===== src/rtl/gx4000_prn_pkg.sv =====
// Shared types and defaults for the GX4000 printer sink.
// Latency: n/a (types, constants and a width helper only).
// Backpressure: n/a.
// Contents: FSM state enum, default FIFO/ack/timeout sizes, byte width and
// the FIFO level-width helper used on both the FIFO and the top-level port.
package gx4000_prn_pkg;

    typedef enum logic [1:0] {
        ST_IDLE     = 2'd0,
        ST_CAPTURE  = 2'd1,
        ST_ACK      = 2'd2,
        ST_WAIT_REL = 2'd3
    } prn_state_t;

    localparam int DEF_FIFO_DEPTH     = 16;
    localparam int DEF_ACK_CYCLES     = 4;
    localparam int DEF_TIMEOUT_CYCLES = 4096;
    localparam int PRN_DATA_W         = 8;

    // Bits needed to count 0..depth inclusive.
    function automatic int lvl_width(input int depth);
        return $clog2(depth + 1);
    endfunction

endpackage


===== src/rtl/gx4000_prn_fifo.sv =====
// Synchronous first-word-fall-through byte FIFO for captured printer data.
// Latency: a push is visible on o_pop_dat / !o_empty the cycle after it is written.
// Backpressure: pushes while full and pops while empty are ignored; full/empty are registered-state based.
// Ports:
//   clk_sys, reset_n      clock, synchronous active-low reset
//   i_push, i_push_dat    write request and byte
//   i_pop                 consume head (only acts when non-empty)
//   o_pop_dat             head byte (valid while !o_empty)
//   o_full, o_empty       status flags
//   o_level               number of bytes held
module gx4000_prn_fifo
    import gx4000_prn_pkg::*;
#(
    parameter int DEPTH = DEF_FIFO_DEPTH,
    parameter int WIDTH = PRN_DATA_W
) (
    input  logic                         clk_sys,
    input  logic                         reset_n,
    input  logic                         i_push,
    input  logic [WIDTH-1:0]             i_push_dat,
    input  logic                         i_pop,
    output logic [WIDTH-1:0]             o_pop_dat,
    output logic                         o_full,
    output logic                         o_empty,
    output logic [lvl_width(DEPTH)-1:0]  o_level
);

    localparam int AW = (DEPTH > 1) ? $clog2(DEPTH) : 1;
    localparam int LW = lvl_width(DEPTH);

    logic [WIDTH-1:0] r_mem [DEPTH];
    logic [AW-1:0]    r_wr_ptr;
    logic [AW-1:0]    r_rd_ptr;
    logic [LW-1:0]    r_level;

    logic w_push_ok;
    logic w_pop_ok;

    assign o_full    = (r_level == LW'(DEPTH));
    assign o_empty   = (r_level == '0);
    assign w_push_ok = i_push & ~o_full;
    assign w_pop_ok  = i_pop & ~o_empty;
    assign o_pop_dat = r_mem[r_rd_ptr];
    assign o_level   = r_level;

    // Storage is not reset: entries are only observable once written.
    always_ff @(posedge clk_sys) begin
        if (w_push_ok) begin
            r_mem[r_wr_ptr] <= i_push_dat;
        end
    end

    // DEPTH is a power of two, so pointers wrap by natural overflow.
    always_ff @(posedge clk_sys) begin
        if (!reset_n) begin
            r_wr_ptr <= '0;
            r_rd_ptr <= '0;
            r_level  <= '0;
        end else begin
            if (w_push_ok) begin
                r_wr_ptr <= r_wr_ptr + AW'(1);
            end
            if (w_pop_ok) begin
                r_rd_ptr <= r_rd_ptr + AW'(1);
            end
            case ({w_push_ok, w_pop_ok})
                2'b10:   r_level <= r_level + LW'(1);
                2'b01:   r_level <= r_level - LW'(1);
                default: r_level <= r_level;
            endcase
        end
    end

endmodule


===== src/rtl/gx4000_printer_sink.sv =====
// Centronics printer endpoint: captures host bytes on strobe, acks, and queues them for a consumer.
// Latency: strobe rise at N -> busy at N+1, FIFO write end of N+1, ack N+2..N+1+ACK_CYCLES.
// Backpressure: a full FIFO stalls in CAPTURE with busy high (no ack, no loss) until the consumer pops.
// Optional build macro: GX4000_PRN_TIMEOUT_EN (strobe-release timeout; timeout_err tied low without it).
// Ports:
//   clk_sys, reset_n          clock, synchronous active-low reset
//   enable                    accept new strobes when high
//   prn_data, prn_strobe      host byte and level strobe (held until ack)
//   prn_busy, prn_ack         handshake back to the host
//   out_data, out_valid,
//   out_ready, fifo_level     FWFT consumer side of the byte FIFO
//   proto_err, timeout_err    sticky error flags, cleared by err_clr
module gx4000_printer_sink
    import gx4000_prn_pkg::*;
#(
    parameter int FIFO_DEPTH     = DEF_FIFO_DEPTH,
    parameter int ACK_CYCLES     = DEF_ACK_CYCLES,
    parameter int TIMEOUT_CYCLES = DEF_TIMEOUT_CYCLES
) (
    input  logic                              clk_sys,
    input  logic                              reset_n,
    input  logic                              enable,
    input  logic [PRN_DATA_W-1:0]             prn_data,
    input  logic                              prn_strobe,
    output logic                              prn_busy,
    output logic                              prn_ack,
    output logic [PRN_DATA_W-1:0]             out_data,
    output logic                              out_valid,
    input  logic                              out_ready,
    output logic [lvl_width(FIFO_DEPTH)-1:0]  fifo_level,
    output logic                              proto_err,
    output logic                              timeout_err,
    input  logic                              err_clr
);

    localparam int ACW = (ACK_CYCLES > 1) ? $clog2(ACK_CYCLES) : 1;

    prn_state_t            r_state;
    prn_state_t            w_next_state;
    logic                  r_strobe_q;
    logic [PRN_DATA_W-1:0] r_hold;
    logic [ACW-1:0]        r_ack_cnt;
    logic                  r_proto_err;

    logic w_rise;
    logic w_fifo_full;
    logic w_fifo_empty;
    logic w_push;
    logic w_timeout;

    // Strobe edge detect. The register resets to 1 so a strobe already
    // high when reset releases must drop before it can be seen again.
    assign w_rise = prn_strobe & ~r_strobe_q;

    always_ff @(posedge clk_sys) begin
        if (!reset_n) begin
            r_strobe_q <= 1'b1;
        end else begin
            r_strobe_q <= prn_strobe;
        end
    end

    // Full is the registered pre-pop state, so a pop while full only frees
    // room for the following cycle.
    assign w_push = (r_state == ST_CAPTURE) & ~w_fifo_full;

    // ---------------- FSM: state register ----------------
    always_ff @(posedge clk_sys) begin
        if (!reset_n) begin
            r_state <= ST_IDLE;
        end else begin
            r_state <= w_next_state;
        end
    end

    // ---------------- FSM: next state ----------------
    always_comb begin
        w_next_state = r_state;
        case (r_state)
            ST_IDLE: begin
                if (w_rise && enable) begin
                    w_next_state = ST_CAPTURE;
                end
            end
            ST_CAPTURE: begin
                if (!w_fifo_full) begin
                    w_next_state = ST_ACK;
                end
            end
            ST_ACK: begin
                if (r_ack_cnt == '0) begin
                    w_next_state = ST_WAIT_REL;
                end
            end
            ST_WAIT_REL: begin
                if (!prn_strobe || w_timeout) begin
                    w_next_state = ST_IDLE;
                end
            end
            default: w_next_state = ST_IDLE;
        endcase
    end

    // ---------------- FSM: outputs ----------------
    always_comb begin
        prn_busy = 1'b0;
        prn_ack  = 1'b0;
        case (r_state)
            ST_IDLE:     begin prn_busy = 1'b0; prn_ack = 1'b0; end
            ST_CAPTURE:  begin prn_busy = 1'b1; prn_ack = 1'b0; end
            ST_ACK:      begin prn_busy = 1'b1; prn_ack = 1'b1; end
            ST_WAIT_REL: begin prn_busy = 1'b1; prn_ack = 1'b0; end
            default:     begin prn_busy = 1'b0; prn_ack = 1'b0; end
        endcase
    end

    // Hold register and ack-length counter. Reset drops any byte in flight.
    always_ff @(posedge clk_sys) begin
        if (!reset_n) begin
            r_hold    <= '0;
            r_ack_cnt <= '0;
        end else begin
            if (r_state == ST_IDLE && w_rise && enable) begin
                r_hold <= prn_data;
            end
            if (w_push) begin
                r_ack_cnt <= ACW'(ACK_CYCLES - 1);
            end else if (r_state == ST_ACK && r_ack_cnt != '0) begin
                r_ack_cnt <= r_ack_cnt - ACW'(1);
            end
        end
    end

    // Sticky protocol error; a same-cycle set beats the clear.
    always_ff @(posedge clk_sys) begin
        if (!reset_n) begin
            r_proto_err <= 1'b0;
        end else if (w_rise && r_state != ST_IDLE) begin
            r_proto_err <= 1'b1;
        end else if (err_clr) begin
            r_proto_err <= 1'b0;
        end
    end

    assign proto_err = r_proto_err;

`ifdef GX4000_PRN_TIMEOUT_EN
    localparam int TW = (TIMEOUT_CYCLES > 1) ? $clog2(TIMEOUT_CYCLES) : 1;

    logic [TW-1:0] r_to_cnt;
    logic          r_timeout_err;

    // Counts cycles spent in WAIT_REL; fires on the last allowed cycle with
    // strobe still high. strobe_q remains 1, so no re-capture follows until
    // the host drops and re-raises strobe.
    assign w_timeout = (r_state == ST_WAIT_REL) && prn_strobe &&
                       (r_to_cnt == TW'(TIMEOUT_CYCLES - 1));

    always_ff @(posedge clk_sys) begin
        if (!reset_n) begin
            r_to_cnt      <= '0;
            r_timeout_err <= 1'b0;
        end else begin
            if (r_state == ST_WAIT_REL && !w_timeout) begin
                r_to_cnt <= r_to_cnt + TW'(1);
            end else begin
                r_to_cnt <= '0;
            end
            if (w_timeout) begin
                r_timeout_err <= 1'b1;
            end else if (err_clr) begin
                r_timeout_err <= 1'b0;
            end
        end
    end

    assign timeout_err = r_timeout_err;
`else
    // WAIT_REL waits for the host indefinitely in this build.
    logic w_unused_to;
    assign w_unused_to = (TIMEOUT_CYCLES > 0);
    assign w_timeout   = 1'b0;
    assign timeout_err = 1'b0;
`endif

    gx4000_prn_fifo #(
        .DEPTH (FIFO_DEPTH),
        .WIDTH (PRN_DATA_W)
    ) u_fifo (
        .clk_sys    (clk_sys),
        .reset_n    (reset_n),
        .i_push     (w_push),
        .i_push_dat (r_hold),
        .i_pop      (out_ready),
        .o_pop_dat  (out_data),
        .o_full     (w_fifo_full),
        .o_empty    (w_fifo_empty),
        .o_level    (fifo_level)
    );

    assign out_valid = ~w_fifo_empty;

endmodule


===== config.mk =====
export PLATFORM = sky130hd
export DESIGN_NAME = gx4000_printer_sink
export DESIGN_NICKNAME = d
export VERILOG_FILES = /design/src/rtl/gx4000_prn_pkg.sv /design/src/rtl/gx4000_prn_fifo.sv /design/src/rtl/gx4000_printer_sink.sv
export SDC_FILE = /design/constraint.sdc
export NUM_CORES = 1
export LEC_CHECK = 0
export ABC_CLOCK_PERIOD_IN_PS = 3750
export BUFFER_PORTS_ARGS = -buffer_cell sky130_fd_sc_hd__buf_2
export CORE_MARGIN = 8
export CORE_UTILIZATION = 55
export CTS_BUF_LIST = sky130_fd_sc_hd__clkbuf_8
export DETAILED_ROUTE_END_ITERATION = 10
export GPL_TIMING_DRIVEN = 0
export HOLD_SLACK_MARGIN = 0.06
export PLACE_DENSITY = 0.73
export SLEW_MARGIN = 20
export SYNTH_ARGS = -nofsm -noshare
export SYNTH_HDL_FRONTEND = slang
export SYNTH_SLANG_ARGS = --single-unit

===== constraint.sdc =====
create_clock -name clk_sys -period 3.75 [get_ports clk_sys]
set_input_delay 0.1875 -clock clk_sys [delete_from_list [all_inputs] [get_ports clk_sys]]
set_output_delay 0.1875 -clock clk_sys [all_outputs]
set_load 0.01 [all_outputs]

# ---- Yosys cells after proc, flatten, opt, wreduce, memory -nomap -nowiden
# Memories as Yosys holds them, arrays and structs flattened. A register that Yosys moved wholly into a read port is not among the register bits.
# Index checks and enable logic that the tools add are counted.
dict set report totals {
  mem_bits_ro 0
  regBits 27
  word_cells 63
  latchBits 0
  ram_bits 128
  input_bits 14
  memories 1
  output_inout_bits 18
}
dict set report op_classes {
  n_bitwise 7
  reduce_logical 16
  multipliers 0
  eq_ne 10
  addsub 5
  magnitude_cmp 0
  n_mux 16
  div 0
  n_shift 0
}
# name depth width rd rd_clocked_by_memory_dff wr line
set memory_table {}
lappend memory_table {u_fifo.r_mem 16 8 1 1 1 gx4000_prn_fifo.sv:31} ;# logic [WIDTH-1:0] r_mem [DEPTH];
# cell n
set ops {}
lappend ops {{2-bit 2-to-1 mux} 6}
lappend ops {{5-bit one-hot mux with 2 select lines} 1}
lappend ops {{2-bit nonzero test} 5}
lappend ops {{4-bit by 1-bit adder with 4-bit output, second input constant} 2}
lappend ops {{4-bit 2-to-1 mux} 2}
lappend ops {{2-bit != test, second input constant} 4}
lappend ops {{2-bit one-hot mux with 4 select lines} 1}
lappend ops {{2-bit equality test, second input constant} 3}
lappend ops {{3-bit OR reduction} 2}
lappend ops {{5-bit by 1-bit adder with 5-bit output, second input constant} 1}
lappend ops {{5-bit equality test, second input constant} 1}
lappend ops {{1-bit logical AND} 5}
lappend ops {{5-bit zero test} 1}
lappend ops {{5-bit by 1-bit subtractor with 5-bit output, second input constant} 1}
lappend ops {{1-bit AND} 4}
lappend ops {{2-bit by 1-bit equality test with 1-bit output, second input constant} 2}
lappend ops {{2-bit zero test} 2}
lappend ops {{1-bit 2-to-1 mux} 4}
lappend ops {{1-bit one-hot mux with 2 select lines} 2}
lappend ops {{4-bit AND reduction} 1}
lappend ops {{1-bit NOT} 3}
lappend ops {{2-bit by 1-bit subtractor with 2-bit output, second input constant} 1}

# ---- Longest topological paths before layout
dict set report depth {
  word_depth 6
  ltp_mapped 12
}

# ---- By module
# From an unflattened synthesis, not the netlist that was laid out.
dict set report unflattened {
  hier_cells 406
  hier_area_um2 6608.8
}
# mod n_inst area_per_inst_um2 cells_each
set by_module_without_submodules {}
lappend by_module_without_submodules {gx4000_prn_fifo 1 5931.9 331}
lappend by_module_without_submodules {gx4000_printer_sink 1 676.9 75}

# ---- Least setup slack after synthesis
# Ideal clock, no wire load.
dict set report synth_timing {
  path_kind {reg2reg}
  start {register u_fifo.r_level[2], in the netlist u_fifo.o_level[2]}
  end {register u_fifo.r_level[4], in the netlist u_fifo.o_level[4]}
  setup_ps 72
  arrival_ps 2948
  setup_slack_ps 731
  t_required_ps 3678
  path_stages_with_launch 12
  cell_sequence {dfxtp_1 > or4_4 > o21ai_2 > inv_1 > ha_1 > buf_2 > xor2_1 > ha_1 > or4b_1 > o32a_1 > o221ai_1 > mux2i_1}
}
dict set report synth_between {
  elab_cells_between_ends 13
  classes_between {add/sub (2); eq/ne (3); mux (1); bitwise (5); reduce/logical (2)}
}
# element line
set synth_lines {}
lappend synth_lines {{start, declared} gx4000_prn_fifo.sv:34} ;# logic [LW-1:0] r_level;
lappend synth_lines {{start signal, assigned} gx4000_prn_fifo.sv:67} ;# 2'b10: r_level <= r_level + LW'(1);
lappend synth_lines {{start signal, assigned} gx4000_prn_fifo.sv:68} ;# 2'b01: r_level <= r_level - LW'(1);
lappend synth_lines {{start signal, assigned} gx4000_prn_fifo.sv:69} ;# default: r_level <= r_level;
lappend synth_lines {{5-bit zero test *} gx4000_prn_fifo.sv:40} ;# assign o_empty = (r_level == '0);
lappend synth_lines {{1-bit NOT *} gx4000_prn_fifo.sv:42} ;# assign w_pop_ok = i_pop & ~o_empty;
lappend synth_lines {{1-bit AND *} gx4000_prn_fifo.sv:42}
lappend synth_lines {{named net u_fifo.w_pop_ok} gx4000_prn_fifo.sv:37} ;# logic w_pop_ok;
lappend synth_lines {{2-bit by 1-bit equality test with 1-bit output / 2-bit equality test (equally long branches)} gx4000_prn_fifo.sv:66} ;# case ({w_push_ok, w_pop_ok})
lappend synth_lines {{5-bit one-hot mux with 2 select lines / 2-bit nonzero test (equally long branches)} --}
# Mark *: on every way through the listed nets, which the timed path passes. The rest lies on a longest branch.
# A chain may end at the register's enable or synchronous reset.

# ---- Final worst setup path
dict set report layout_timing {
  start {register r_state[1]}
  end {register u_fifo.r_level[4], in the netlist u_fifo.o_level[4]}
}
dict set report layout_between {
  elab_chain_len 5
  elab_cells_between_ends 7
  classes_between {eq/ne (3); mux (1); bitwise (2); reduce/logical (1)}
}
# element line
set layout_rtl {}
lappend layout_rtl {{start, declared} gx4000_printer_sink.sv:38} ;# prn_state_t r_state;
lappend layout_rtl {{start signal, assigned} gx4000_printer_sink.sv:72} ;# r_state <= w_next_state;
lappend layout_rtl {{2-bit by 1-bit equality test with 1-bit output *} gx4000_printer_sink.sv:65} ;# assign w_push = (r_state == ST_CAPTURE) & ~w_fifo_full;
lappend layout_rtl {{1-bit AND *} gx4000_printer_sink.sv:65}
lappend layout_rtl {{1-bit AND *} gx4000_prn_fifo.sv:41} ;# assign w_push_ok = i_push & ~o_full;
lappend layout_rtl {{2-bit by 1-bit equality test with 1-bit output / 2-bit equality test (equally long branches)} gx4000_prn_fifo.sv:66}
lappend layout_rtl {{5-bit one-hot mux with 2 select lines / 2-bit nonzero test (equally long branches)} --}
# Every way passes the cells marked *; elsewhere a longest branch is shown, timed or not.

==> flow_metrics.env <==
export IMPL_first_iter_violations=356
export IMPL_setup_viol=0
export IMPL_fin_util_pct=62.6
export IMPL_synth_area_top_cells="edfxtp_1 (59%), dfxtp_1 (9.5%), mux4_2 (9.0%), mux4_1 (5.6%), ha_1 (2.7%)"
export IMPL_via_per_inst=5.80
export IMPL_drive_gt1_share_pct=22.4
export IMPL_p_comb_share_pct=24.0
export IMPL_yosysMostFrequentCell="edfxtp_1"
export IMPL_whs_endpoint="r_strobe_q"
export IMPL_p_switching_w=0.00124
export IMPL_worst_pin_slew_ns=0.984
export IMPL_setup_tns_ns=0
export IMPL_grt_setup_unrepaired="false"
export IMPL_clock_sinks=159
export IMPL_synth_distinct_cells=49
export IMPL_die_w_um=125
export IMPL_io_buffers=29
export IMPL_drt_wirelength_per_cell_um=20.7
export IMPL_grt_pass1_wl_um=19700
export IMPL_ant_nets=0
export IMPL_die_area_mm2=0.0156
export IMPL_avgSynthCellArea_um2=17.4
export IMPL_ir_drop_v=0.000487
export IMPL_track_usage_pct=16.7
export IMPL_placedInstanceArea_mm2=0.00688
export IMPL_core_mm2=0.0118
export IMPL_hold_viol=0
export IMPL_grt_overflow_total=0
export IMPL_clockRootBuffer="clkbuf_8"
export IMPL_switching_share_pct=27.8
export IMPL_fin_crit_ns=3.45
export IMPL_cts_max_level=4
export IMPL_rows=40
export IMPL_cp_start_kind="flip-flop"
export IMPL_n_antenna_cell=0
export IMPL_final_instance_count_excl_fill=594
export IMPL_area_growth_pct=13.2
export IMPL_worstPathMaxFanout=9
export IMPL_worstHoldStart="reset_n"
export IMPL_stdcell_area_mm2=0.00740
export IMPL_r2r_start="r_state[1]"
export IMPL_hold_path_cell_count=2
export IMPL_min_path_type="input pin to flip-flop"
export IMPL_synthesis_instances=376
export IMPL_drv_cap=0
export IMPL_r2r_end="u_fifo.o_level[4]"
export IMPL_slew_headroom_pct=34.2
export IMPL_seq_area_frac_synth_pct=68.3
export IMPL_place_hpwl_um=8460
export IMPL_power_leakage_nw=2.55
export IMPL_min_period_over_period_pct=91.9
export IMPL_ioPinCount=32
export IMPL_slew_viol_final=0
export IMPL_power_frac_seq_pct=47.0
export IMPL_n_fill_cell=841
export IMPL_synth_edf_count=128
export IMPL_end_kind="flip-flop"
export IMPL_path_class="flip-flop to flip-flop"
export IMPL_syn_area_mm2=0.00653
export IMPL_firstDrtPassIters=4
export IMPL_r2r_slack_ns=0.30
export IMPL_cp_arrival_ns=3.83
export IMPL_vias=3444
export IMPL_grt_max_degree=18
export IMPL_max_freq_ghz=0.290
export IMPL_routabilityCongestion=0.721
export IMPL_r2r_cells=12
export IMPL_cts_clk_slew_worst_paths_ns=0.08
export IMPL_p_per_area_mw_per_mm2=603
export IMPL_die_h_um=125
export IMPL_cts_buffers_inserted=17
export IMPL_clock_power_share_pct=29.0
export IMPL_place_inst=552
export IMPL_route_detailed_drc=0
export IMPL_ys_ff_latch=159
export IMPL_synth_top_area_cell="edfxtp_1"
export IMPL_postCtsResizedCells=0
export IMPL_skew_ns=0.0172
export IMPL_ys_top_cells_by_count="edfxtp_1 (128), dfxtp_1 (31), nor2_1 (28)"
export IMPL_grt_pass1_vias=3566
export IMPL_syn_nets=404
export IMPL_required_ns=4.14
export IMPL_tritoncts="built"
export IMPL_start_util_pct=55.3
export IMPL_antenna_found_initial=0
export IMPL_nets=462
export IMPL_power_internal_w=0.00322
export IMPL_cts_max_path_buffers=2
export IMPL_synth_ff_type="edfxtp_1"
export IMPL_wirelength_um=12300
export IMPL_ys_async_sr_fraction_pct=0
export IMPL_clk_latency_ns=0.45
export IMPL_status="finished clean"
export IMPL_synth_top_area_share_pct=58.8
export IMPL_yosysWarnings=0
==> registers in the layout, summed over array words and instances (netlist names), named ones only <==
signal           count
u_fifo.r_mem       128
r_hold               8
r_strobe_q           1
u_fifo.r_wr_ptr      4
u_fifo.o_level       5
r_ack_cnt            2
proto_err            1
r_state              2
u_fifo.r_rd_ptr      4
==> per-stage QoR <==
| stage | hold slack, ns | worst slack, ns | total power (W) |
|---|---|---|---|
| finish | 0.122 | 0.305 | 0.00446 |
| floorplan | 0.289 | 0.731 | 0.00288 |
| detailed placement | 0.425 | 0.311 | 0.00320 |
| global route | 0.150 | 0.0766 | 0.00467 |
| CTS | 0.0963 | 0.295 | 0.00449 |
| global placement | 0.420 | 0.392 | 0.00315 |
==> routing by layer <==
metal	part of all wire, %	vias up	routed length [µm]	GRT usage, %
met2	52	80	6380	28.6
met1	43	1763	5250	20.2
met5	0	-	0	0
li1	-	1591	-	-
met4	0.90	0	110	5.80
met3	4.3	10	533	4.29
==> what timing repair did <==
action / CTS / global route
buffers inserted: 0 / 0
hold buffers: 10 / 0
endpoints found under the hold margin: 10 / 0
endpoints found under the setup margin: 0 / 0
==> worst max-delay path: stages, from the launching register on <==
cell,delay [ns]
dfxtp_1,0.33
inv_1,0.12
ha_1,0.35
a21boi_1,0.56
inv_1,0.18
ha_1,0.24
buf_2,0.17
xor2_1,0.15
ha_1,0.22
or4b_1,0.48
o32a_1,0.17
o221ai_1,0.21
mux2i_1,0.20
==> final cells by class <==
| cell class | instances | area (µm²) | share of cell area, % |
|---|---|---|---|
| plain buffers | 18 | 126 | 1.71 |
| clock buffers | 17 | 234 | 3.16 |
| clock inverters | 15 | 179 | 2.42 |
| inverters | 14 | 52.6 | 0.711 |
| multi-input cells | 185 | 1910 | 25.8 |
| flip-flops and latches | 159 | 4460 | 60.4 |
| well taps | 147 | 184 | 2.49 |
| repair buffers | 39 | 245 | 3.32 |
==> kinds of logic (layout without fill, tap and decap cells) <==
| logic type | Yosys count | after routing | share of synthesized area, % |
|---|---|---|---|
| other cells | 1 | 1 | 0.0574 |
| fa+ha+maj | 14 | 14 | 2.68 |
| simple gates | 81 | 81 | 5.96 |
| flops | 159 | 159 | 68.3 |
| compound gates | 37 | 37 | 3.96 |
| mux | 44 | 44 | 15.2 |
| xor+xnor | 8 | 8 | 1.07 |
| buf+inv | 32 | 103 | 2.74 |
==> placed cells by master (no fill, tap or decap), types with 5 or more instances in the layout <==
cell type        n
xor2_1           6
clkbuf_1         7
dlygate4sd3_1   10
buf_2           33
edfxtp_1       128
ha_1            14
nand2_1         24
clkbuf_8        17
a21oi_1         13
mux4_1          14
nand2b_1         5
dfxtp_1         31
inv_1           16
mux4_2          26
nor2_1          28
==> power groups by stage <==
stage               Combinational (W)  Clock (W)  Sequential (W)
floorplan                    0.000767          0         0.00211
global placement              0.00102          0         0.00212
detailed placement            0.00106          0         0.00214
CTS                           0.00108    0.00132         0.00210
global route                  0.00117    0.00138         0.00211
finish                        0.00107    0.00129         0.00210
==> worst max-delay path by stage <==
stage                      startpoint                end  slack (ns)  depth (start not counted)
finish                     r_state[1]  u_fifo.o_level[4]        0.30                         12
CTS                        r_state[1]  u_fifo.o_level[4]        0.30                         12
detailed placement         r_state[1]  u_fifo.o_level[4]        0.31                         12
global route               r_state[1]  u_fifo.o_level[4]        0.08                         12
global placement           r_state[1]  u_fifo.o_level[4]        0.39                         12
floorplan           u_fifo.o_level[2]  u_fifo.o_level[4]        0.73                         11
No activity file was read; power rests on OpenSTA's default activity.
